## config.mk

```make
export PLATFORM = sky130hd
export DESIGN_NAME = mem_arbiter
export DESIGN_NICKNAME = d
export VERILOG_FILES = /design/src/rtl/mem_arb_pkg.sv /design/src/rtl/mem_arb_pick.sv /design/src/rtl/mem_arbiter.sv
export SDC_FILE = /design/constraint.sdc
export NUM_CORES = 1
export LEC_CHECK = 0
export ABC_CLOCK_PERIOD_IN_PS = 2000
export CAP_MARGIN = 20
export CELL_PAD_IN_SITES_DETAIL_PLACEMENT = 0
export CELL_PAD_IN_SITES_GLOBAL_PLACEMENT = 1
export CORE_AREA = 2 2 260 262
export DETAILED_ROUTE_END_ITERATION = 12
export DIE_AREA = 0 0 262 264
export GPL_TIMING_DRIVEN = 0
export PLACE_DENSITY = 0.61
export SLEW_MARGIN = 20
export SYNTH_ARGS = -nofsm -noshare
export SYNTH_HDL_FRONTEND = slang
export SYNTH_SLANG_ARGS = --single-unit
```

## constraint.sdc

```tcl
create_clock -name CLK -period 2 [get_ports CLK]
set_clock_uncertainty 0.15 [all_clocks]
set_input_delay 0.5 -clock CLK [delete_from_list [all_inputs] [get_ports CLK]]
set_output_delay 0.5 -clock CLK [all_outputs]
set_load 0.01 [all_outputs]
```

## src/rtl/mem_arb_pkg.sv

```systemverilog
`default_nettype none
// ============================================================================
//  Module      : mem_arb_pkg
//  Description : Shared types and default widths for the instruction/data
//                cache to main-memory arbiter.
//                  arb_state_t : transfer sequencer states
//                  owner_t     : which requester currently owns memory
//  Optional    : ARB_ROUND_ROBIN_EN (consumed by mem_arb_pick/mem_arbiter)
//  Revision    : 1.0  initial release
// ============================================================================
package mem_arb_pkg;

    localparam int ADDR_W_DEF = 6;     // block address width
    localparam int DATA_W_DEF = 128;   // block width (4 x 32-bit words)

    typedef enum logic [1:0] {
        IDLE  = 2'd0,
        ISSUE = 2'd1,
        WAIT  = 2'd2,
        DONE  = 2'd3
    } arb_state_t;

    typedef enum logic [1:0] {
        NONE  = 2'd0,
        OWN_I = 2'd1,
        OWN_D = 2'd2
    } owner_t;

endpackage
`default_nettype wire

```

## src/rtl/mem_arb_pick.sv

```systemverilog
`default_nettype none
// ============================================================================
//  Module      : mem_arb_pick
//  Description : Combinational grant picker. Given the instruction-cache and
//                data-cache request lines, returns the requester that should
//                own the next memory transfer.
//  Ports       : last_grant  in  owner of the previous transfer
//                                (only present with ARB_ROUND_ROBIN_EN)
//                icache_req  in  instruction cache wants a block read
//                dcache_req  in  data cache wants a block read or write
//                owner       out chosen requester, NONE when nobody asks
//  Optional    : ARB_ROUND_ROBIN_EN - on a tie, grant whoever was not granted
//                last; otherwise the data cache always wins a tie.
//  Revision    : 1.0  initial release
// ============================================================================
module mem_arb_pick
    import mem_arb_pkg::*;
(
`ifdef ARB_ROUND_ROBIN_EN
    input  owner_t last_grant,
`endif
    input  logic   icache_req,
    input  logic   dcache_req,
    output owner_t owner
);

    always_comb begin
        owner = NONE;
        if (icache_req && dcache_req) begin
`ifdef ARB_ROUND_ROBIN_EN
            // Alternate on contention; last_grant resets to OWN_I so the
            // first tie goes to the data cache.
            owner = (last_grant == OWN_D) ? OWN_I : OWN_D;
`else
            owner = OWN_D;
`endif
        end else if (dcache_req) begin
            owner = OWN_D;
        end else if (icache_req) begin
            owner = OWN_I;
        end
    end

endmodule
`default_nettype wire

```

## src/rtl/mem_arbiter.sv

```systemverilog
`default_nettype none
// ============================================================================
//  Module      : mem_arbiter
//  Description : Shares a single block-wide main-memory port between the
//                instruction cache (read only) and the data cache
//                (read / write-back). One block per transfer, serialised by
//                an IDLE -> ISSUE -> WAIT -> DONE sequencer.
//  Ports       : CLK, RESET (async, active low)
//                I_READ/I_ADDRESS           instruction cache request
//                I_READDATA/I_BUSYWAIT      instruction cache response/stall
//                D_READ/D_WRITE/D_ADDRESS/D_WRITEDATA  data cache request
//                D_READDATA/D_BUSYWAIT      data cache response/stall
//                MEM_READ/MEM_WRITE/MEM_ADDRESS/MEM_WRITEDATA  memory command
//                MEM_READDATA/MEM_BUSYWAIT  memory response
//  Optional    : ARB_ROUND_ROBIN_EN - alternate grants on contention using a
//                last-grant register; undefined gives fixed D-over-I.
//  Revision    : 1.0  initial release
// ============================================================================
module mem_arbiter
    import mem_arb_pkg::*;
#(
    parameter int ADDR_W = ADDR_W_DEF,
    parameter int DATA_W = DATA_W_DEF
)(
    input  logic              CLK,
    input  logic              RESET,
    input  logic              I_READ,
    input  logic [ADDR_W-1:0] I_ADDRESS,
    output logic [DATA_W-1:0] I_READDATA,
    output logic              I_BUSYWAIT,
    input  logic              D_READ,
    input  logic              D_WRITE,
    input  logic [ADDR_W-1:0] D_ADDRESS,
    input  logic [DATA_W-1:0] D_WRITEDATA,
    output logic [DATA_W-1:0] D_READDATA,
    output logic              D_BUSYWAIT,
    output logic              MEM_READ,
    output logic              MEM_WRITE,
    output logic [ADDR_W-1:0] MEM_ADDRESS,
    output logic [DATA_W-1:0] MEM_WRITEDATA,
    input  logic [DATA_W-1:0] MEM_READDATA,
    input  logic              MEM_BUSYWAIT
);

    arb_state_t state;
    arb_state_t state_next;
    owner_t     owner;
    owner_t     pick_owner;
    logic       d_req;
    logic       grant;
    logic       xfer_end;

    // A simultaneous D_READ and D_WRITE is a single write-back request.
    assign d_req = D_READ | D_WRITE;

`ifdef ARB_ROUND_ROBIN_EN
    owner_t last_grant;

    always_ff @(posedge CLK or negedge RESET) begin
        if (!RESET) begin
            last_grant <= OWN_I;
        end else if (state == DONE) begin
            last_grant <= owner;
        end
    end
`endif

    mem_arb_pick u_pick (
`ifdef ARB_ROUND_ROBIN_EN
        .last_grant (last_grant),
`endif
        .icache_req (I_READ),
        .dcache_req (d_req),
        .owner      (pick_owner)
    );

    // ------------------------------------------------------------------
    // Sequencer: state register
    // ------------------------------------------------------------------
    always_ff @(posedge CLK or negedge RESET) begin
        if (!RESET) begin
            state <= IDLE;
        end else begin
            state <= state_next;
        end
    end

    // ------------------------------------------------------------------
    // Sequencer: next state and datapath strobes
    // ------------------------------------------------------------------
    always_comb begin
        state_next = state;
        grant      = 1'b0;
        xfer_end   = 1'b0;
        case (state)
            IDLE: begin
                if (I_READ || d_req) begin
                    grant      = 1'b1;
                    state_next = ISSUE;
                end
            end
            ISSUE: begin
                // Memory may still show a low busy left over from before it
                // noticed the strobe; only a high busy proves it accepted.
                if (MEM_BUSYWAIT) begin
                    state_next = WAIT;
                end
            end
            WAIT: begin
                if (!MEM_BUSYWAIT) begin
                    xfer_end   = 1'b1;
                    state_next = DONE;
                end
            end
            DONE: begin
                state_next = IDLE;
            end
            default: begin
                state_next = IDLE;
            end
        endcase
    end

    // ------------------------------------------------------------------
    // Registered memory command, owner and per-requester read data
    // ------------------------------------------------------------------
    always_ff @(posedge CLK or negedge RESET) begin
        if (!RESET) begin
            owner         <= NONE;
            MEM_READ      <= 1'b0;
            MEM_WRITE     <= 1'b0;
            MEM_ADDRESS   <= '0;
            MEM_WRITEDATA <= '0;
            I_READDATA    <= '0;
            D_READDATA    <= '0;
        end else begin
            if (grant) begin
                owner <= pick_owner;
                if (pick_owner == OWN_D) begin
                    MEM_ADDRESS   <= D_ADDRESS;
                    MEM_WRITEDATA <= D_WRITEDATA;
                    MEM_WRITE     <= D_WRITE;
                    MEM_READ      <= ~D_WRITE;
                end else begin
                    MEM_ADDRESS   <= I_ADDRESS;
                    MEM_WRITEDATA <= '0;
                    MEM_WRITE     <= 1'b0;
                    MEM_READ      <= 1'b1;
                end
            end

            if (xfer_end) begin
                if (MEM_READ) begin
                    if (owner == OWN_I) begin
                        I_READDATA <= MEM_READDATA;
                    end else if (owner == OWN_D) begin
                        D_READDATA <= MEM_READDATA;
                    end
                end
                MEM_READ  <= 1'b0;
                MEM_WRITE <= 1'b0;
            end

            if (state == DONE) begin
                owner <= NONE;
            end
        end
    end

    // ------------------------------------------------------------------
    // Stalls: a requester is released only in the DONE cycle of its own
    // transfer, so the losing requester stays stalled the whole time.
    // ------------------------------------------------------------------
    assign I_BUSYWAIT = I_READ & ~((state == DONE) && (owner == OWN_I));
    assign D_BUSYWAIT = d_req  & ~((state == DONE) && (owner == OWN_D));

endmodule
`default_nettype wire

```

==> metrics.txt <==
clock period minus final worst setup slack=between 2 and 2.5 ns; depth of the most critical reg-to-reg path=9; power per unit of standard cell area=about 1500 nW/um^2; cell type with the highest aggregate area in the netlist=dfrtp_1; area after detailed placement=approximately 23,000 sq um; uppermost layer routed=met5; Gate power share=a little over two fifths; final setup vio count=between 200 and 300; syn nets=between 1,000 and 1,500; number of violations of the max-capacitance limit=0; worst hold slack across all endpoints=about 0.30 ns; DRT met1 WL=approximately 20,000 um; CP startpoint kind=register; switching component of the power=12.3 mW; unrepaired setup endpoints after global routing=yes; post-layout total power=between 30 and 40 mW; initial antenna violation count=5; final slew viol count=0; violations in the final reports=negative setup slack; share of final-layout standard cells stronger than drive strength 1=a little over a quarter; Die Height=264 um; Power Internal=roughly 27 mW; top area cells in the synthesized netlist=dfrtp_1, mux2_2, a22o_1; flop and latch count out of synthesis=396; RD Place Congestion=a little under 0.8; flop2flop setup slack=-0.25 ns; final-stage net count=between 1,500 and 2,000; initial cell density of the core=22.0%; aggregate global routing overflow=0; TritonCTS clock tree=built; worst-skew pair later-pin latency=approximately 0.55 ns; Worst Slack Setup Final=-0.247 ns; count of input and output buffers=about 670; type of element capturing the critical path=register; I/O pin total=~670; area grow syn2layout=81.8%; final hold violation count=0; clock-pin transition on the worst setup and hold timing paths=~0.06 ns; DP Wirelength=~40,000 um; cell chosen for the clock root=clkbuf_16; wire length per cell=approximately 22 um; arrival time at the worst endpoint=between 2 and 3 ns; number of buffers on the longest clock path=3; CP Capture Point=D_READDATA[126]; Iter 0 DRT Violations=~320; Hold Crit Class=input pin to asynchronous set/reset pin; start point of the critical path=state[0]; global-route wire length before repair=77,300 um; post-synthesis instance area=about 15,000 sq um; DRC violation count after routing=0; transition at the pin with the smallest max-transition slack=between 0.5 and 0.6 ns; number of synthesized flops with an enable pin=0; switching share of total power=a little under a third; GRT Overall Usage=14.9%; row count=95; total clock buffers created by CTS=46; Lkg Pwr=around 17 nW; Routed WL=around 56,000 um; part of the Yosys area used for sequential elements=between 60% and 70%; outcome=complete, but fails checks; predominant post-synthesis flop cell=dfrtp_1; post-synth top area share=67.6%; number of antenna repair diodes=0; pin count of the biggest net entering global routing=94; die width=262 um; remaining antenna violation count=0; number of vias after detailed routing=10,800; peak clock frequency supported by timing=roughly 0.45 GHz; DR WL met3=approximately 5500 um; startpoint of the worst-slack reg-to-reg timing path=state[0]; Peak supply drop=approximately 850 uV; vias in the first global route=between 10,000 and 15,000; Synth Instances=about 890; critical path class=register to register; average size of a mapped cell=~17 sq um; Worst R2R End=D_READDATA[126]; length of routed met2 wiring=around 29,000 um; H-tree depth reported by CTS=2; number of warning messages in the yosys log=0; CP required=roughly 2.3 ns; number of unique standard cell types used by synthesis=28; Core Area=about 67,000 sq um; worst slew margin relative to its limit=66.3%; fraction of the cycle the final worst path needs=112%; Die Area=between 60,000 and 70,000 sq um; part of the power in the clock network=21.4%; summed area of non-filler cells in the final layout=between 20,000 and 30,000 sq um; async set-or-reset flop fraction in the synthesized netlist=100%; drt first pass iters=4; CP Max Fanout=7; Reg power frac=a little over a third; Avg Vias per Cell=about 4.2; number of clock sinks seen by CTS=approximately 400
==> sequential cells by signal, indices dropped and copies added, names as in the netlist <==
register and count:
MEM_READ 1, MEM_ADDRESS 6, MEM_WRITE 1, owner 2, MEM_WRITEDATA 128, state 2, I_READDATA 128, D_READDATA 128
==> cell usage after synthesis (2+ instances only) <==
| library cell | count |
|---|---|
| a221oi_1 | 2 |
| a22o_1 | 128 |
| buf_2 | 25 |
| buf_4 | 15 |
| buf_6 | 12 |
| clkbuf_1 | 6 |
| dfrtp_1 | 396 |
| ha_1 | 4 |
| inv_1 | 5 |
| mux2_2 | 256 |
| mux2i_1 | 6 |
| nand2_1 | 8 |
| nor2b_1 | 4 |
| o21ai_0 | 6 |
| o21ai_1 | 2 |
==> cell families (layout without fill, tap and decap cells) <==
| family | after synthesis | count (layout) | synth area share, % |
|---|---|---|---|
| compound gates | 145 | 145 | 8.43 |
| fa+ha+maj | 4 | 4 | 0.341 |
| buf+inv | 63 | 852 | 2.82 |
| flops | 396 | 396 | 67.6 |
| mux | 263 | 263 | 20.1 |
| simple gates | 17 | 17 | 0.683 |
==> worst max-delay path, cell delays in order, from the launching register on <==
cell,delay [ns]
dfrtp_2,0.44
inv_2,0.09
ha_4,0.13
nand3b_1,0.19
nor3b_4,0.28
buf_12,0.14
buf_6,0.10
buf_16,0.15
buf_12,0.15
mux2_4,0.30
==> per-layer routing <==
metal | track usage (%) | up-vias
li1 | - | 4763
met1 | 15.5 | 5448
met2 | 27.0 | 486
met3 | 6.25 | 84
met4 | 4.76 | 6
met5 | 0 | -
==> worst min-delay path by stage <==
stage / cells after the start / to / slack [ns] / startpoint
CTS: 2 / I_READDATA[54] / 0.28 / RESET
finish: 2 / I_READDATA[54] / 0.30 / RESET
global placement: 2 / MEM_ADDRESS[4] / 0.32 / MEM_ADDRESS[4]
global route: 2 / I_READDATA[54] / 0.33 / RESET
floorplan: 0 / D_READDATA[0] / 0.05 / RESET
detailed placement: 1 / I_READDATA[54] / 0.30 / RESET
==> area by class of cell <==
class / instances / area, sq um
Timing Repair Buffer: 707 / 8350
Clock buffer: 67 / 1320
Fill cell: 6211 / 39900
Sequential cell: 396 / 9910
Buffer: 57 / 845
Inverter: 5 / 18.8
Tap cell: 873 / 1090
Clock inverter: 16 / 169
Multi-Input combinational cell: 429 / 4950
==> power by group through the flow <==
| stage | Sequential (mW) | Combinational (mW) | Clock, mW |
|---|---|---|---|
| 2_1_floorplan | 15.4 | 4.68 | 0 |
| 3_3_place_gp | 13.8 | 16.5 | 0 |
| 4_1_cts | 13.8 | 17.0 | 8.65 |
| 5_1_grt | 14.2 | 18.1 | 9.02 |
| 3_5_place_dp | 13.8 | 16.7 | 0 |
| 6_report | 13.7 | 17.0 | 8.37 |
==> placed cells by master, fill, tap and decap left out, drive strengths merged, types with 2 or more instances in the layout <==
cell / netlist / final
dfrtp: 396 / 396
clkbuf: 6 / 80
a221oi: 2 / 2
buf: 52 / 86
nor2: 2 / 2
o21ai: 8 / 8
ha: 4 / 4
clkinv: 0 / 10
a22o: 128 / 128
bufinv: 0 / 3
dlymetal6s2s: 0 / 392
mux2i: 6 / 6
clkdlybuf4s50: 0 / 272
mux2: 257 / 257
nand2: 8 / 8
nor2b: 4 / 4
inv: 5 / 7
==> through the flow <==
stage               cells  setup TNS [ns]  setup slack [ns]  util (%)
floorplan             888               0            0.0513         -
global placement     2428        -7180.97            -17.54      33.7
CTS                  2534         -132.17            -0.325      37.0
global route         2550          -71.87            -0.336      40.1
finish               2550          -47.04            -0.247      40.1
detailed placement   2432         -284.67             -1.03      33.9
==> repair_timing <==
action / in CTS / in global routing
pin swaps: 5 / 7
hold buffers: 1 / 0
hold endpoints to repair: 50 / 0
gates cloned: 5 / 9
endpoints found under the setup margin: 786 / 880
resized for setup: 79 / 642
buffers inserted: 13 / 12
Power figures use the tool's default switching activity.
